`src/rtl/hex_key_encoder_pkg.sv`:
```
// Shared types, default timing constants and a counter-width helper for the
// hex key encoder and its debouncer.
package hex_key_encoder_pkg;

   typedef enum logic {
      IDLE = 1'b0,
      HOLD = 1'b1
   } state_t;

   localparam int DEFAULT_DEBOUNCE_CYCLES = 1000000;
   localparam int DEFAULT_HOLDOFF_CYCLES  = 10000000;

   // Bits needed for a counter holding values 0..n-1 (never less than one bit)
   function automatic int cnt_width(input int n);
      if (n <= 2) return 1;
      return $clog2(n);
   endfunction

endpackage

```
`src/rtl/hex_key_encoder_tick_debouncer.sv`:
```
// Synchronizes an N-bit raw input vector, samples it on a slow tick and only
// accepts a bit once two consecutive tick samples agree. The first accept
// after reset waits for the whole vector to be stable and loads it silently.
module tick_debouncer
   import hex_key_encoder_pkg::*;
#(
   parameter int N               = 17,
   parameter int DEBOUNCE_CYCLES = DEFAULT_DEBOUNCE_CYCLES
) (
   input  logic         clk,
   input  logic         rstn,
   input  logic [N-1:0] din,
   output logic [N-1:0] db,
   output logic         changed
);

   localparam int TW = cnt_width(DEBOUNCE_CYCLES);

   logic [N-1:0]  sync1;
   logic [N-1:0]  sync2;
   logic [N-1:0]  sample;
   logic [N-1:0]  stable;
   logic [N-1:0]  accepted;
   logic [TW-1:0] tick_cnt;
   logic          tick;
   logic          init;

   // The incoming synced value becomes the new sample and the current sample
   // becomes the previous one, so a bit is stable when those two agree.
   assign tick     = (tick_cnt == TW'(DEBOUNCE_CYCLES - 1));
   assign stable   = ~(sync2 ^ sample);
   assign accepted = (db & ~stable) | (sync2 & stable);

   // Two-flop synchronizer for every raw input bit
   always_ff @(posedge clk or negedge rstn) begin
      if (!rstn) begin
         sync1 <= '0;
         sync2 <= '0;
      end else begin
         sync1 <= din;
         sync2 <= sync1;
      end
   end

   // Free-running sample-tick counter that wraps every DEBOUNCE_CYCLES cycles
   always_ff @(posedge clk or negedge rstn) begin
      if (!rstn) begin
         tick_cnt <= '0;
      end else if (tick) begin
         tick_cnt <= '0;
      end else begin
         tick_cnt <= tick_cnt + 1'b1;
      end
   end

   // Tick sampling, stability acceptance, silent initial load and change strobe
   always_ff @(posedge clk or negedge rstn) begin
      if (!rstn) begin
         sample  <= '0;
         db      <= '0;
         init    <= 1'b1;
         changed <= 1'b0;
      end else begin
         changed <= 1'b0;
         if (tick) begin
            sample <= sync2;
            if (init) begin
               if (&stable) begin
                  db   <= sync2;
                  init <= 1'b0;
               end
            end else begin
               db      <= accepted;
               changed <= (accepted != db);
            end
         end
      end
   end

endmodule

```
`src/rtl/hex_key_encoder.sv`:
```
// Turns 16 hex switches and a delete button into spaced single-cycle add/del
// pulses. Debounced edges are queued as pending bits and served one at a time,
// lowest switch index first and delete last, with a holdoff between pulses.
module hex_key_encoder
   import hex_key_encoder_pkg::*;
#(
   parameter int DEBOUNCE_CYCLES = DEFAULT_DEBOUNCE_CYCLES,
   parameter int HOLDOFF_CYCLES  = DEFAULT_HOLDOFF_CYCLES
) (
   input  logic        clk,
   input  logic        rstn,
   input  logic [15:0] sw,
   input  logic        del_btn,
   output logic [3:0]  hex,
   output logic        add,
   output logic        del,
   output logic        busy
);

   localparam int HW = cnt_width(HOLDOFF_CYCLES);

   logic [16:0]   db;
   logic [16:0]   db_q;
   logic          db_changed;
   logic [15:0]   sw_ev;
   logic          del_ev;
   logic [15:0]   pend_sw;
   logic          pend_del;
   logic [HW-1:0] hold_cnt;
   logic          hold_done;
   state_t        state;
   state_t        state_next;
   logic          issue_add;
   logic          issue_del;
   logic [3:0]    sel_idx;
   logic [15:0]   clr_mask;

   tick_debouncer #(
      .N               (17),
      .DEBOUNCE_CYCLES (DEBOUNCE_CYCLES)
   ) u_debouncer (
      .clk     (clk),
      .rstn    (rstn),
      .din     ({del_btn, sw}),
      .db      (db),
      .changed (db_changed)
   );

   // db_q lags db by one cycle, so during the change strobe it holds the old value
   assign sw_ev     = db_changed ? (db[15:0] ^ db_q[15:0]) : 16'h0000;
   assign del_ev    = db_changed & db[16] & ~db_q[16];
   assign hold_done = (hold_cnt == HW'(HOLDOFF_CYCLES - 2));
   assign busy      = (state == HOLD) || (pend_sw != 16'h0000) || pend_del;

   // Previous debounced vector for edge detection
   always_ff @(posedge clk or negedge rstn) begin
      if (!rstn) begin
         db_q <= '0;
      end else begin
         db_q <= db;
      end
   end

   // FSM state register
   always_ff @(posedge clk or negedge rstn) begin
      if (!rstn) begin
         state <= IDLE;
      end else begin
         state <= state_next;
      end
   end

   // FSM next state: leave IDLE on any pending event, leave HOLD when holdoff expires
   always_comb begin
      state_next = state;
      case (state)
         IDLE: if ((pend_sw != 16'h0000) || pend_del) state_next = HOLD;
         HOLD: if (hold_done) state_next = IDLE;
         default: state_next = IDLE;
      endcase
   end

   // FSM outputs: pick the lowest pending switch, otherwise a pending delete
   always_comb begin
      issue_add = 1'b0;
      issue_del = 1'b0;
      sel_idx   = 4'h0;
      clr_mask  = 16'h0000;
      for (int i = 15; i >= 0; i--) begin
         if (pend_sw[i]) sel_idx = 4'(i);
      end
      if (state == IDLE) begin
         if (pend_sw != 16'h0000) begin
            issue_add = 1'b1;
            clr_mask  = 16'h0001 << sel_idx;
         end else if (pend_del) begin
            issue_del = 1'b1;
         end
      end
   end

   // Holdoff counter runs only while in HOLD and restarts from zero in IDLE
   always_ff @(posedge clk or negedge rstn) begin
      if (!rstn) begin
         hold_cnt <= '0;
      end else if (state == HOLD) begin
         hold_cnt <= hold_cnt + 1'b1;
      end else begin
         hold_cnt <= '0;
      end
   end

   // Pending bits (a new event wins over a same-cycle clear) and registered pulses
   always_ff @(posedge clk or negedge rstn) begin
      if (!rstn) begin
         pend_sw  <= '0;
         pend_del <= 1'b0;
         add      <= 1'b0;
         del      <= 1'b0;
         hex      <= 4'h0;
      end else begin
         pend_sw  <= (pend_sw & ~clr_mask) | sw_ev;
         pend_del <= (pend_del & ~issue_del) | del_ev;
         add      <= issue_add;
         del      <= issue_del;
         if (issue_add) hex <= sel_idx;
      end
   end

endmodule

```
`config.mk`:
```
export PLATFORM = sky130hd
export DESIGN_NAME = hex_key_encoder
export DESIGN_NICKNAME = d
export VERILOG_FILES = /design/src/rtl/hex_key_encoder_pkg.sv /design/src/rtl/hex_key_encoder_tick_debouncer.sv /design/src/rtl/hex_key_encoder.sv
export SDC_FILE = /design/constraint.sdc
export NUM_CORES = 1
export LEC_CHECK = 0
export CORE_UTILIZATION = 55
export DETAILED_ROUTE_END_ITERATION = 10
export PLACE_DENSITY = 0.73
export SLEW_MARGIN = 20
export SYNTH_ARGS = -nofsm -noshare
export SYNTH_HDL_FRONTEND = slang
export SYNTH_HIERARCHICAL = 1
export SYNTH_SLANG_ARGS = --single-unit
```
`constraint.sdc`:
```
create_clock -name clk -period 2.6 [get_ports clk]
set_input_delay 0.52 -clock clk [delete_from_list [all_inputs] [get_ports clk]]
set_output_delay 0.52 -clock clk [all_outputs]
set_load 0.01 [all_outputs]
```
Word level (Yosys, flattened, before mapping)
Cells that the tools add are included.
{"block": "totals", "reg_bits": 155, "latch_bits": 0, "ram_bits": 0, "romBits": 0, "input_bits": 19, "output_inout_bits": 7, "wordCells": 80, "mem_count": 0}
{"block": "op_classes", "n_addsub": 2, "multipliers": 0, "div_mod_pow": 0, "order_cmp": 0, "n_eq_ne": 4, "shift": 1, "mux": 35, "bitwise_logic": 17, "n_reduce_logical": 6}
{"operator": "4-bit 2-to-1 mux", "n": 16}
{"operator": "16-bit 2-to-1 mux", "n": 3}
{"operator": "17-bit bitwise AND", "n": 2}
{"operator": "17-bit 2-to-1 mux", "n": 2}
{"operator": "17-bit NOT", "n": 2}
{"operator": "24-bit by 1-bit adder with 24-bit output (second input constant)", "n": 1}
{"operator": "24-bit == test (second input constant)", "n": 1}
{"operator": "24-bit 2-to-1 mux", "n": 1}
{"operator": "20-bit by 1-bit adder with 20-bit output (second input constant)", "n": 1}
{"operator": "20-bit == test (second input constant)", "n": 1}
{"operator": "20-bit 2-to-1 mux", "n": 1}
{"operator": "17-bit != test", "n": 1}
{"operator": "17-bit bitwise OR", "n": 1}
{"operator": "17-bit AND reduction", "n": 1}
{"operator": "17-bit XOR", "n": 1}
{"operator": "16-bit bitwise AND", "n": 1}
{"operator": "16-bit NOT", "n": 1}
{"operator": "16-bit bitwise OR", "n": 1}
{"operator": "16-bit nonzero test", "n": 1}
{"operator": "1-bit by 4-bit << shifter with 16-bit output (first input constant)", "n": 1}
{"operator": "16-bit XOR", "n": 1}
{"operator": "1-bit 2-to-1 mux", "n": 11}
{"operator": "1-bit bitwise AND", "n": 3}
{"operator": "1-bit logical OR", "n": 3}
{"operator": "5 further kinds", "n": 7}

Depth between registers and ports, before layout
{"block": "depth", "word_depth": 22, "mapped_depth": 9, "depth_no_buf": 6}

Modules after synthesis
Netlist, hierarchy kept.
{"mod": "tick_debouncer", "n_inst": 1, "cells_each": 450, "area_each_um2": 4371.7, "seq_area_each_um2": 2253.4}
{"mod": "hex_key_encoder", "n_inst": 1, "cells_each": 290, "area_each_um2": 2956.6, "seq_area_each_um2": 1626.6}

Worst setup path after synthesis
No wires, ideal clock.
{"block": "synth_timing", "path_kind": "register to register", "startpoint": "register u_debouncer.tick_cnt[0]", "endpoint": "register u_debouncer.db[14]", "setup_time_ps": 131, "arrival_time_ps": 2022, "required_ps": 2469, "setup_slack_ps": 447, "path_stages_with_launch": 10, "path_buffers": 3, "synth_period_minus_slack_ps": 2153, "path_cell_list": "dfrtp_1 -> ha_1 -> nand3_2 -> or3_1 -> buf_2 -> or2_2 -> buf_2 -> buf_2 -> nor3_1 -> a211oi_2"}
{"block": "synth_via", "elab_chain_cells": 2}
{"element": "start: declaration", "line_no": "hex_key_encoder_tick_debouncer.sv:24", "rtl": "logic [TW-1:0] tick_cnt;"}
{"element": "start signal: assignment", "line_no": "hex_key_encoder_tick_debouncer.sv:52", "rtl": "tick_cnt <= tick_cnt + 1'b1;"}
{"element": "20-bit == test", "line_no": "hex_key_encoder_tick_debouncer.sv:30", "rtl": "assign tick = (tick_cnt == TW'(DEBOUNCE_CYCLES - 1));"}
{"element": "2-bit AND reduction (no line)"}
{"element": "end signal: assignment", "line_no": "hex_key_encoder_tick_debouncer.sv:69", "rtl": "db <= sync2;"}
{"element": "end signal: assignment", "line_no": "hex_key_encoder_tick_debouncer.sv:73", "rtl": "db <= accepted;"}
{"element": "end: declaration", "line_no": "hex_key_encoder_tick_debouncer.sv:13", "rtl": "output logic [N-1:0] db,"}
No other way between the ends.
A chain may end at the register's enable or synchronous reset.

Final worst setup path
{"block": "layout_timing", "startpoint": "register pend_sw[1]", "endpoint": "output port busy"}
{"block": "layout_via", "elab_chain_cells": 3}
{"element": "start: declaration", "line_no": "hex_key_encoder.sv:27", "rtl": "logic [15:0] pend_sw;"}
{"element": "start signal: assignment", "line_no": "hex_key_encoder.sv:122", "rtl": "pend_sw <= (pend_sw & ~clr_mask) | sw_ev;"}
{"element": "16-bit nonzero test", "line_no": "hex_key_encoder.sv:53", "rtl": "assign busy = (state == HOLD) || (pend_sw != 16'h0000) || pend_del;"}
{"element": "1-bit logical OR (2 in a row)", "line_no": "hex_key_encoder.sv:53"}
{"element": "end: declaration", "line_no": "hex_key_encoder.sv:17", "rtl": "output logic busy"}
No other way between the ends.

==> results.json <==
{
  "cts-root-buf": "clkbuf_16",
  "rows": 41,
  "power_density_nw_per_um2": 600,
  "start_util": 0.571,
  "synth.distinct_cells": 58,
  "max_cap_viol_count": 0,
  "core_area_um2": 12800,
  "rsz0062_at_grt": "no",
  "grt_pass1_wl_mm": 27.2,
  "fin_nets": 794,
  "criticalPathCategory": "flop to output port",
  "synthCells": 740,
  "clock-sinks": 155,
  "fin_crit_sh": 0.944,
  "min_period_ns": 2.46,
  "num_vias": 5602,
  "synth_edf_count": 0,
  "finalSetupViolCount": 0,
  "final_cell_mix": "dfrtp_1, nand2_1, o21ai_0, nor3_1, nor2_1",
  "cts_max_path_buffers": 2,
  "io_buffers": 25,
  "synth_seq_cells": 155,
  "drive_gt1_frac": 0.0955,
  "die_w_um": 117,
  "worst_pin_slew_ns": 0.794,
  "dieHeight_um": 117,
  "cp_max_fo": 5,
  "htreeDepth": 4,
  "yosys_warnings": 6,
  "drc": 0,
  "outcome": "completed",
  "vdd_drop_max_v": 0.000519,
  "synth_area_um2": 7330,
  "cp_data_required_time_ns": 2.08,
  "gp_congestion": 0.916,
  "setup_tns_ns": 0,
  "io-pin-count": 26,
  "start_kind": "flop",
  "p_leak_nw": 3.87,
  "cts_tree": "built",
  "antenna_cells": 0,
  "wl_mm": 15.5,
  "slew-limit-headroom": 0.470,
  "grt_max_degree": 58,
  "grt_pass1_vias": 5546,
  "vias_per_cell": 5.85,
  "place.detailed.hpwl_mm": 10.5,
  "syn_nets": 762,
  "rr_worst_depth": 6,
  "ctsHoldBuffers": 0,
  "post-place-cells": 925,
  "clkLatencyLatePin_ns": 0.43,
  "hold_viol_final": 0,
  "max_freq_mhz": 407,
  "overflow": 0,
  "layout_commonest_cell": "dfrtp_1",
  "grt_antenna_before_repair": 0,
  "ant_nets": 0,
  "drt-wirelength-per-cell_um": 16.2,
  "grtUsageTotal": 0.248,
  "synthFlopType": "dfrtp_1",
  "final_max_slew_viol_count": 0,
  "first_pass_iters": 5,
  "drt_iter0_drc": 504,
  "area_growth_pct": 15.3,
  "worstPathArrival_ns": 1.94,
  "synth.avg_cell_area_um2": 9.90,
  "fin_cells": 957,
  "ys_seq_area_frac": 0.529,
  "clk_pin_slew_worst_paths_ns": 0.06,
  "hp-class": "input port to asynchronous set/reset pin",
  "critPathCaptureType": "output port",
  "synthArstFlopShare": 1.00,
  "cts_made_buffers": 17,
  "fin_skew_ns": 0.00933,
  "dieArea_um2": 13800
}
==> Yosys cell counts (all sizes together), types with 4 or more instances <==
| master | count | area [um2] |
|---|---|---|
| o21ai | 53 | 265 |
| or3 | 8 | 51.3 |
| and4 | 4 | 36.3 |
| a21oi | 28 | 140 |
| inv | 14 | 52.6 |
| nand4 | 19 | 134 |
| a22o | 7 | 61.3 |
| nand2b | 5 | 31.3 |
| nor3 | 45 | 230 |
| o211ai | 5 | 37.5 |
| nand2 | 111 | 417 |
| buf | 11 | 66.3 |
| xnor2 | 24 | 210 |
| or4 | 7 | 60.1 |
| nor2 | 42 | 158 |
| nand3 | 18 | 95.1 |
| nor4 | 14 | 103 |
| dfrtp | 154 | 3850 |
| nor2b | 31 | 194 |
| clkbuf | 18 | 67.6 |
| a211oi | 34 | 315 |
| xor2 | 38 | 333 |
| nor3b | 15 | 113 |
==> worst paths after layout <==
check | slack (ns) | end | start
worst max-delay path | 0.14 | busy | pend_sw[1]
worst min register to register | 0.35 | u_debouncer/sync2[4] | u_debouncer/sync1[4]
worst min-delay path | 0.06 | hold_cnt[19] | rstn
worst max register to register | 0.21 | u_debouncer/db[13] | u_debouncer/tick_cnt[0]
max in group asynchronous | 1.91 | u_debouncer/sync1[7] | rstn
min in group clk | 0.35 | u_debouncer/sync2[4] | u_debouncer/sync1[4]
==> through the flow <==
step                      power (W)  worst slack (ns)  utilization  hold slack, ns  area [um2]
after floorplan             0.00252             0.447            -           0.224        7330
after detailed placement    0.00262             0.209        0.611           0.335        7840
after CTS                   0.00513             0.121        0.659          0.0743        8450
final                       0.00507             0.144        0.659          0.0596        8450
after global placement      0.00261             0.330        0.611           0.332        7840
after global routing        0.00526            0.0388        0.659          0.0895        8450
==> logic make-up (layout without fill, tap and decap cells) <==
group / after synthesis / after routing / share of synthesized area
adders and majority gates: 3 / 3 / 0.00512
AOI/OAI and AO/OA: 143 / 143 / 0.130
DFF: 155 / 155 / 0.529
buffers and inverters: 44 / 89 / 0.0260
muxes: 1 / 1 / 0.00137
and+or+nand+nor: 332 / 332 / 0.234
xor gates and xnor gates: 62 / 62 / 0.0741
==> flip-flops by register name, indices dropped and copies added, names as in the netlist <==
register,flops
hold_cnt,24
u_debouncer/tick_cnt,20
db_q,17
u_debouncer/db,17
u_debouncer/sample,17
u_debouncer/sync1,17
u_debouncer/sync2,17
pend_sw,16
hex,4
add,1
del,1
pend_del,1
state,1
u_debouncer/changed,1
u_debouncer/init,1
==> timing repair <==
action | in CTS | in global routing
endpoints found under the setup margin | 1 | 0
buffers inserted | 0 | 0
gates resized for setup | 3 | 0
==> power breakdown <==
group          total (W)  leakage, nW  internal [W]  switching [W]
Clock            0.00250        0.291       0.00146        0.00104
Combinational   0.000102         1.51     0.0000408      0.0000611
Sequential       0.00247         2.07       0.00244      0.0000269
Total            0.00507         3.87       0.00394        0.00113
==> worst max-delay path: stages (launching register included) <==
cell	delay (ns)
dfrtp_1	0.40
or3_1	0.46
nor3_2	0.18
nand4_1	0.15
dlygate4sd2_1	0.32
==> per-layer routing <==
layer	GRT usage	wire length [um]	vias to the layer above
li1	-	-	2695
met4	0.0982	342	0
met5	0	0	-
met3	0.0598	602	28
met1	0.341	7120	2731
met2	0.380	7400	148
==> layout make-up <==
class / count / area (um2)
multi-input cells: 541 / 3270
flip-flops and latches: 155 / 3880
repair buffers: 42 / 428
fillers: 1004 / 4370
well taps: 172 / 215
clock buffers: 18 / 439
inverters: 15 / 56.3
clock inverters: 14 / 164
Note: power is estimated with default switching activity, not from simulation.
